===== src/rtl/dunit_host_ctrl.sv =====
// Host-side driver for the pipeline debug unit: decodes UART command bytes,
// loads instruction memory, runs/steps the pipeline and streams back state.
module dunit_host_ctrl #(
  parameter int unsigned NB_REG   = 32,
  parameter int unsigned NB_WIDHT = 9,
  parameter int unsigned NB_BYTE  = 8,
  parameter int unsigned N_MEM    = 16,
  parameter int unsigned RUN_MAX  = 1024
) (
  input  logic                i_clk,
  input  logic                i_reset,
  input  logic [NB_BYTE-1:0]  i_rx_data,
  input  logic                i_rx_valid,
  input  logic                i_tx_busy,
  output logic [NB_BYTE-1:0]  o_tx_data,
  output logic                o_tx_start,
  input  logic                i_halt,
  input  logic [NB_REG-1:0]   i_dunit_reg,
  input  logic [NB_REG-1:0]   i_dunit_mem_data,
  output logic                o_dunit_clk_en,
  output logic                o_dunit_reset_pc,
  output logic                o_dunit_w_mem,
  output logic [NB_WIDHT-1:0] o_dunit_addr,
  output logic [NB_REG-1:0]   o_dunit_data_if
);

  localparam int unsigned NB_RUN = $clog2(RUN_MAX + 1);
  localparam logic [NB_BYTE-1:0] CMD_LOAD  = NB_BYTE'(8'h4C);
  localparam logic [NB_BYTE-1:0] CMD_RUN   = NB_BYTE'(8'h52);
  localparam logic [NB_BYTE-1:0] CMD_STEP  = NB_BYTE'(8'h53);
  localparam logic [NB_BYTE-1:0] CMD_DUMP  = NB_BYTE'(8'h44);
  localparam logic [NB_BYTE-1:0] ACK_OK    = NB_BYTE'(8'hAA);
  localparam logic [NB_BYTE-1:0] ACK_ERR   = NB_BYTE'(8'hEE);
  localparam logic [NB_BYTE-1:0] ACK_TMO   = NB_BYTE'(8'hEF);
  localparam logic [NB_BYTE-1:0] N_REGS    = NB_BYTE'(32);
  localparam logic [NB_BYTE-1:0] MAX_WORDS = NB_BYTE'(128);
  localparam logic [NB_BYTE-1:0] LAST_WORD = NB_BYTE'(32 + N_MEM - 1);
  localparam logic [NB_RUN-1:0]  RUN_LAST  = NB_RUN'(RUN_MAX - 1);

  typedef enum logic [3:0] {
    IDLE, LD_CNT, LD_BYTE, LD_WR, RUN, STEP, DMP_ADDR, DMP_CAP, DMP_TX, ACK
  } state_t;

  typedef enum logic [1:0] {TX_READY, TX_WAIT_HI, TX_WAIT_LO} tx_ph_t;

  state_t               state_q;
  tx_ph_t               tx_ph_q;
  logic [NB_BYTE-1:0]   n_q;
  logic [NB_BYTE-1:0]   word_cnt_q;
  logic [1:0]           byte_cnt_q;
  logic [NB_REG-1:0]    word_q;
  logic [NB_RUN-1:0]    run_cnt_q;
  logic [NB_BYTE-1:0]   ack_q;
  logic [NB_BYTE-1:0]   tx_data_q;
  logic                 tx_start_q;
  logic                 clk_en_q;
  logic                 reset_pc_q;
  logic                 w_mem_q;
  logic [NB_WIDHT-1:0]  addr_q;
  logic [NB_REG-1:0]    data_if_q;
  logic                 tx_ok;

  // Dump order: registers at their index, then data memory at byte addresses.
  function automatic logic [NB_WIDHT-1:0] dump_addr(input logic [NB_BYTE-1:0] idx);
    logic [NB_WIDHT-1:0] a;
    if (idx < N_REGS) a = NB_WIDHT'(idx);
    else              a = NB_WIDHT'({idx - N_REGS, 2'b00});
    return a;
  endfunction

  assign tx_ok = (tx_ph_q == TX_READY) && !i_tx_busy;

  always_ff @(posedge i_clk or negedge i_reset) begin
    if (!i_reset) begin
      state_q    <= IDLE;
      tx_ph_q    <= TX_READY;
      n_q        <= '0;
      word_cnt_q <= '0;
      byte_cnt_q <= '0;
      word_q     <= '0;
      run_cnt_q  <= '0;
      ack_q      <= '0;
      tx_data_q  <= '0;
      tx_start_q <= 1'b0;
      clk_en_q   <= 1'b0;
      reset_pc_q <= 1'b0;
      w_mem_q    <= 1'b0;
      addr_q     <= '0;
      data_if_q  <= '0;
    end else begin
      w_mem_q    <= 1'b0;
      tx_start_q <= 1'b0;

      // A byte is complete only once busy has been seen high and then low.
      case (tx_ph_q)
        TX_WAIT_HI: if (i_tx_busy)  tx_ph_q <= TX_WAIT_LO;
        TX_WAIT_LO: if (!i_tx_busy) tx_ph_q <= TX_READY;
        default: ;
      endcase

      case (state_q)
        IDLE: if (i_rx_valid) begin
          case (i_rx_data)
            CMD_LOAD: begin
              state_q    <= LD_CNT;
              reset_pc_q <= 1'b1;
            end
            CMD_RUN: begin
              state_q   <= RUN;
              clk_en_q  <= 1'b1;
              run_cnt_q <= '0;
              ack_q     <= ACK_OK;
            end
            CMD_STEP: begin
              state_q  <= STEP;
              clk_en_q <= 1'b1;
              ack_q    <= ACK_OK;
            end
            CMD_DUMP: begin
              state_q    <= DMP_ADDR;
              ack_q      <= ACK_OK;
              word_cnt_q <= '0;
              addr_q     <= dump_addr('0);
            end
            default: begin
              state_q <= ACK;
              ack_q   <= ACK_ERR;
            end
          endcase
        end
        LD_CNT: if (i_rx_valid) begin
          if (i_rx_data == '0 || i_rx_data > MAX_WORDS) begin
            state_q <= ACK;
            ack_q   <= ACK_ERR;
          end else begin
            state_q    <= LD_BYTE;
            n_q        <= i_rx_data;
            word_cnt_q <= '0;
            byte_cnt_q <= '0;
          end
        end
        LD_BYTE: if (i_rx_valid) begin
          word_q     <= {word_q[NB_REG-NB_BYTE-1:0], i_rx_data};
          byte_cnt_q <= byte_cnt_q + 2'd1;
          if (byte_cnt_q == 2'd3) begin
            state_q   <= LD_WR;
            w_mem_q   <= 1'b1;
            addr_q    <= NB_WIDHT'({word_cnt_q, 2'b00});
            data_if_q <= {word_q[NB_REG-NB_BYTE-1:0], i_rx_data};
          end
        end
        LD_WR: begin
          word_cnt_q <= word_cnt_q + NB_BYTE'(1);
          if (word_cnt_q == n_q - NB_BYTE'(1)) begin
            state_q <= ACK;
            ack_q   <= ACK_OK;
          end else begin
            state_q <= LD_BYTE;
          end
        end
        RUN: begin
          // Halt is tested first so it wins a tie with the timeout.
          if (i_halt || run_cnt_q == RUN_LAST) begin
            clk_en_q   <= 1'b0;
            ack_q      <= i_halt ? ACK_OK : ACK_TMO;
            state_q    <= DMP_ADDR;
            word_cnt_q <= '0;
            addr_q     <= dump_addr('0);
          end else begin
            run_cnt_q <= run_cnt_q + NB_RUN'(1);
          end
        end
        STEP: begin
          clk_en_q   <= 1'b0;
          state_q    <= DMP_ADDR;
          word_cnt_q <= '0;
          addr_q     <= dump_addr('0);
        end
        DMP_ADDR: state_q <= DMP_CAP;
        DMP_CAP: begin
          word_q     <= (word_cnt_q < N_REGS) ? i_dunit_reg : i_dunit_mem_data;
          byte_cnt_q <= '0;
          state_q    <= DMP_TX;
        end
        DMP_TX: if (tx_ok) begin
          tx_start_q <= 1'b1;
          tx_data_q  <= word_q[NB_REG-1 -: NB_BYTE];
          tx_ph_q    <= TX_WAIT_HI;
          word_q     <= word_q << NB_BYTE;
          byte_cnt_q <= byte_cnt_q + 2'd1;
          if (byte_cnt_q == 2'd3) begin
            if (word_cnt_q == LAST_WORD) begin
              state_q <= ACK;
            end else begin
              state_q    <= DMP_ADDR;
              word_cnt_q <= word_cnt_q + NB_BYTE'(1);
              addr_q     <= dump_addr(word_cnt_q + NB_BYTE'(1));
            end
          end
        end
        ACK: if (tx_ok) begin
          tx_start_q <= 1'b1;
          tx_data_q  <= ack_q;
          tx_ph_q    <= TX_WAIT_HI;
          reset_pc_q <= 1'b0;
          state_q    <= IDLE;
        end
        default: state_q <= IDLE;
      endcase
    end
  end

  assign o_tx_data        = tx_data_q;
  assign o_tx_start       = tx_start_q;
  assign o_dunit_clk_en   = clk_en_q;
  assign o_dunit_reset_pc = reset_pc_q;
  assign o_dunit_w_mem    = w_mem_q;
  assign o_dunit_addr     = addr_q;
  assign o_dunit_data_if  = data_if_q;

endmodule


===== config.mk =====
export PLATFORM = sky130hd
export DESIGN_NAME = dunit_host_ctrl
export DESIGN_NICKNAME = d
export VERILOG_FILES = /design/src/rtl/dunit_host_ctrl.sv
export SDC_FILE = /design/constraint.sdc
export NUM_CORES = 1
export LEC_CHECK = 0
export ABC_CLOCK_PERIOD_IN_PS = 2400
export BUFFER_PORTS_ARGS = -buffer_cell sky130_fd_sc_hd__clkbuf_2
export CORE_MARGIN = 2
export CORE_UTILIZATION = 39
export CTS_CLUSTER_DIAMETER = 60
export DETAILED_ROUTE_END_ITERATION = 10
export PLACE_DENSITY = 0.72
export SYNTH_ARGS = -nofsm -noshare
export SYNTH_HDL_FRONTEND = slang
export SYNTH_SLANG_ARGS = --single-unit

===== constraint.sdc =====
create_clock -name i_clk -period 2.4 [get_ports i_clk]
set_input_delay 0.72 -clock i_clk [delete_from_list [all_inputs] [get_ports i_clk]]
set_output_delay 0.72 -clock i_clk [all_outputs]
set_load 0.05 [all_outputs]

==> flow_metrics.env <==
export IMPL_status="completed"
export IMPL_grt_use_total_pct=20.6
export IMPL_dp_slack_ps=-44.7
export IMPL_synth_top_cell_area_share_pct=46.1
export IMPL_setup_tns_ps=0
export IMPL_finalNetCount=988
export IMPL_worst_slack_ps=196
export IMPL_hold_violations=0
export IMPL_ff_latch_area_um2=3080
export IMPL_p_seq_share_pct=32.3
export IMPL_antenna_left=0
export IMPL_cts_hold_buf=0
export IMPL_yosysTopAreaCell="dfrtp_1"
export IMPL_cts_root_buf="clkbuf_16"
export IMPL_grt_pass1_wl_um=29700
export IMPL_die_area_um2=18200
export IMPL_fmax_mhz=454
export IMPL_finalMaxSlewViolations=0
export IMPL_crit_path_end_kind="flop"
export IMPL_drv_cap=0
export IMPL_ys_warn_count=0
export IMPL_cts_repair_resized=0
export IMPL_drtIter0Drc=408
export IMPL_rows=47
export IMPL_synth_compound_area_share_pct=18.5
export IMPL_clk_latency_ps=420
export IMPL_reg2reg_slack_ps=200
export IMPL_clock_sinks=123
export IMPL_ir_drop_v=0.000593
export IMPL_drc=0
export IMPL_die_y_um=135
export IMPL_whs_ps=317
export IMPL_max_slew_margin_pct=60.4
export IMPL_intPower_w=0.00555
export IMPL_rsz0062_at_grt="true"
export IMPL_crit_required_ps=2700
export IMPL_max_stage_delay_ps=420
export IMPL_path_clk_slew_ps=60
export IMPL_yosys_area_share_xor_xnor_pct=2.88
export IMPL_path_class="flop to flop"
export IMPL_min_path_type="primary input to async pin"
export IMPL_avgSynthCellArea_um2=9.01
export IMPL_viasPerCell=5.34
export IMPL_ys_types=66
export IMPL_dr_pass1_iters=5
export IMPL_worst_path_max_fanout=6
export IMPL_syn_area_um2=6680
export IMPL_worstSetupStartpointType="flop"
export IMPL_cp_depth=9
export IMPL_multiInputGateArea_um2=3390
export IMPL_p_sw_share_pct=40.9
export IMPL_comb_power_share_pct=40.5
export IMPL_p_clk_share_pct=27.2
export IMPL_r2r_start="n_q[0]"
export IMPL_port_buffers=129
export IMPL_grt_pass1_vias=5834
export IMPL_io_pins=130
export IMPL_p_per_area_nw_per_um2=1100
export IMPL_synth_cells=742
export IMPL_cts_setup_buffers=0
export IMPL_synth_area_mux_share_pct=8.37
export IMPL_period_minus_slack_ps=2200
export IMPL_synth_seq_cells=123
export IMPL_synthSimpleGateAreaFrac_pct=19.1
export IMPL_die_w_um=135
export IMPL_antenna_found_initial=0
export IMPL_grt_max_degree=65
export IMPL_worst_pin_slew_ps=594
export IMPL_initial_core_util_pct=40.2
export IMPL_yosys_top_cells_area="dfrtp_1 (46%), nand2_1 (8.6%), mux2_2 (6.6%), a21oi_1 (5.9%), o21ai_1 (2.8%)"
export IMPL_r2r_end="ack_q[6]"
export IMPL_core_region_area_um2=16600
export IMPL_numCtsBuffers=17
export IMPL_p_sw_w=0.00384
export IMPL_cp_endpoint="ack_q[6]"
export IMPL_cp_startpoint="n_q[0]"
export IMPL_synth_seq_area_share_pct=46.1
export IMPL_drive_gt1_share_pct=32.3
export IMPL_cp_slowest_cell="dfrtp_1"
export IMPL_critPathBufInv=1
export IMPL_crit_family="compound AO/OA/AOI/OAI gates"
export IMPL_finClkSkew_ps=7.64
export IMPL_vias=6066
export IMPL_clk_path_buf_depth=2
export IMPL_synth_net_count=826
export IMPL_grt_overflow=0
export IMPL_num_antenna_cells=0
export IMPL_cts_tree="built"
export IMPL_fill_cells=1534
export IMPL_worstPathCellList="inv_1 -> ha_2 -> nand2_1 -> o211ai_1 -> o21ai_0 -> a221oi_2 -> a21oi_1 -> nor3_2 -> mux2_1"
export IMPL_postRouteWirelength_um=18200
export IMPL_ctsHtreeMaxLevel=4
export IMPL_cp_data_arrival_time_ps=2500
export IMPL_r2r_cells=9
export IMPL_leakage_nw=4.11
export IMPL_setup_violations=0
export IMPL_ys_dominant_reg_cell="dfrtp_1"
export IMPL_synth_edf_count=0
export IMPL_synth_top_family_by_area="simple AND/OR/NAND/NOR gates"
export IMPL_hpwlAfterDp_um=13600
export IMPL_finalCritPeriodShare_pct=91.8
export IMPL_place_congestion=0.946
export IMPL_synth_fa_ha_area_share_pct=1.31
export IMPL_async_flop_share_pct=100
export IMPL_area_delta_synth_final_pct=27.7
export IMPL_wl_per_cell_um=16.0
-- power by group through the flow --
stage | clock, W | combinational, W | sequential (W)
floorplan | 0 | 0.00216 | 0.00348
global placement | 0 | 0.00369 | 0.00303
CTS | 0.00260 | 0.00378 | 0.00302
detailed placement | 0 | 0.00375 | 0.00305
finish | 0.00255 | 0.00380 | 0.00304
global route | 0.00269 | 0.00422 | 0.00310
-- layer usage --
layer  up-vias  wire (µm)  GRT usage (%)
li1       2939          -              -
met4         0        362           7.31
met2       189       8630           33.0
met3        36        848           4.20
met5         -          0              0
met1      2902       8380           27.8
-- area by class of cell --
type / count / area share [%]
inverter: 14 / 0.616
tap: 220 / 3.22
multi-input combinational: 559 / 39.7
timing repair buffer: 189 / 13.5
clock inverter: 14 / 1.91
clock buffer: 18 / 5.03
sequential: 123 / 36.1
-- cell usage after synthesis, drive strengths merged (2+ instances only) --
library cell / count
o21ai: 70
nor2: 38
nand3: 17
a41oi: 2
and3b: 3
mux2i: 9
inv: 14
a21oi: 86
a211oi: 3
o22ai: 5
o31ai: 7
dfrtp: 123
buf: 14
a31oi: 5
and2: 4
mux2: 41
nand4: 4
ha: 7
o221ai: 2
nor4: 2
or3: 5
nand3b: 3
nand2b: 6
clkbuf: 32
xor2: 16
xnor2: 6
a22oi: 5
and4: 2
nor3: 14
nand2: 154
or2: 4
nor2b: 6
a2bb2oi: 3
o32ai: 2
o211ai: 4
and4bb: 2
and3: 9
-- registers in the layout, indices dropped and copies added (netlist names), 4 cells and up, named ones only --
register	flops
n_q	8
run_cnt_q	11
o_dunit_data_if	32
state_q	4
word_q	32
word_cnt_q	8
o_dunit_addr	9
o_tx_data	8
-- layout by cell type (no fill, tap or decap), types with 7 or more instances in the layout --
cell type,Yosys,final
buf_4,0,57
nand2_1,153,153
nor2_1,36,36
a21oi_2,7,7
nor3_1,10,8
mux2_2,39,39
dfrtp_1,123,123
mux2i_1,7,7
nand3_1,16,15
clkbuf_16,0,17
xor2_1,16,16
o21ai_1,37,39
and3_1,9,9
o21ai_0,33,31
inv_1,13,13
a21oi_1,79,79
clkbuf_2,0,128
-- logic make-up after synthesis --
group,Yosys count
and+or+nand+nor,275
AOI/OAI and AO/OA,205
DFF,123
buffers and inverters,60
muxes,50
xor gates and xnor gates,22
adders and majority gates,7
-- how the worst min path moves through the flow --
stage / startpoint / end / slack, ps / cells after the start
3_5_place_dp: o_tx_data[2] / o_tx_data[2] / 470 / 2
5_1_grt: i_reset / o_dunit_data_if[14] / 340 / 1
3_3_place_gp: o_tx_data[3] / o_tx_data[3] / 460 / 2
4_1_cts: i_reset / word_q[6] / 320 / 1
6_report: i_reset / state_q[2] / 320 / 1
2_1_floorplan: i_reset / async pin / 420 / 0
-- per-stage QoR --
step | util, % | std cells | area (µm²) | total power, W
3_5_place_dp | 47.6 | 1105 | 7920 | 0.00681
6_report | 51.3 | 1137 | 8540 | 0.00939
2_1_floorplan | - | 742 | 6680 | 0.00564
4_1_cts | 51.2 | 1137 | 8520 | 0.00940
3_3_place_gp | 47.6 | 1105 | 7920 | 0.00672
5_1_grt | 51.3 | 1137 | 8540 | 0.0100
(Power assumes the default switching activity.)
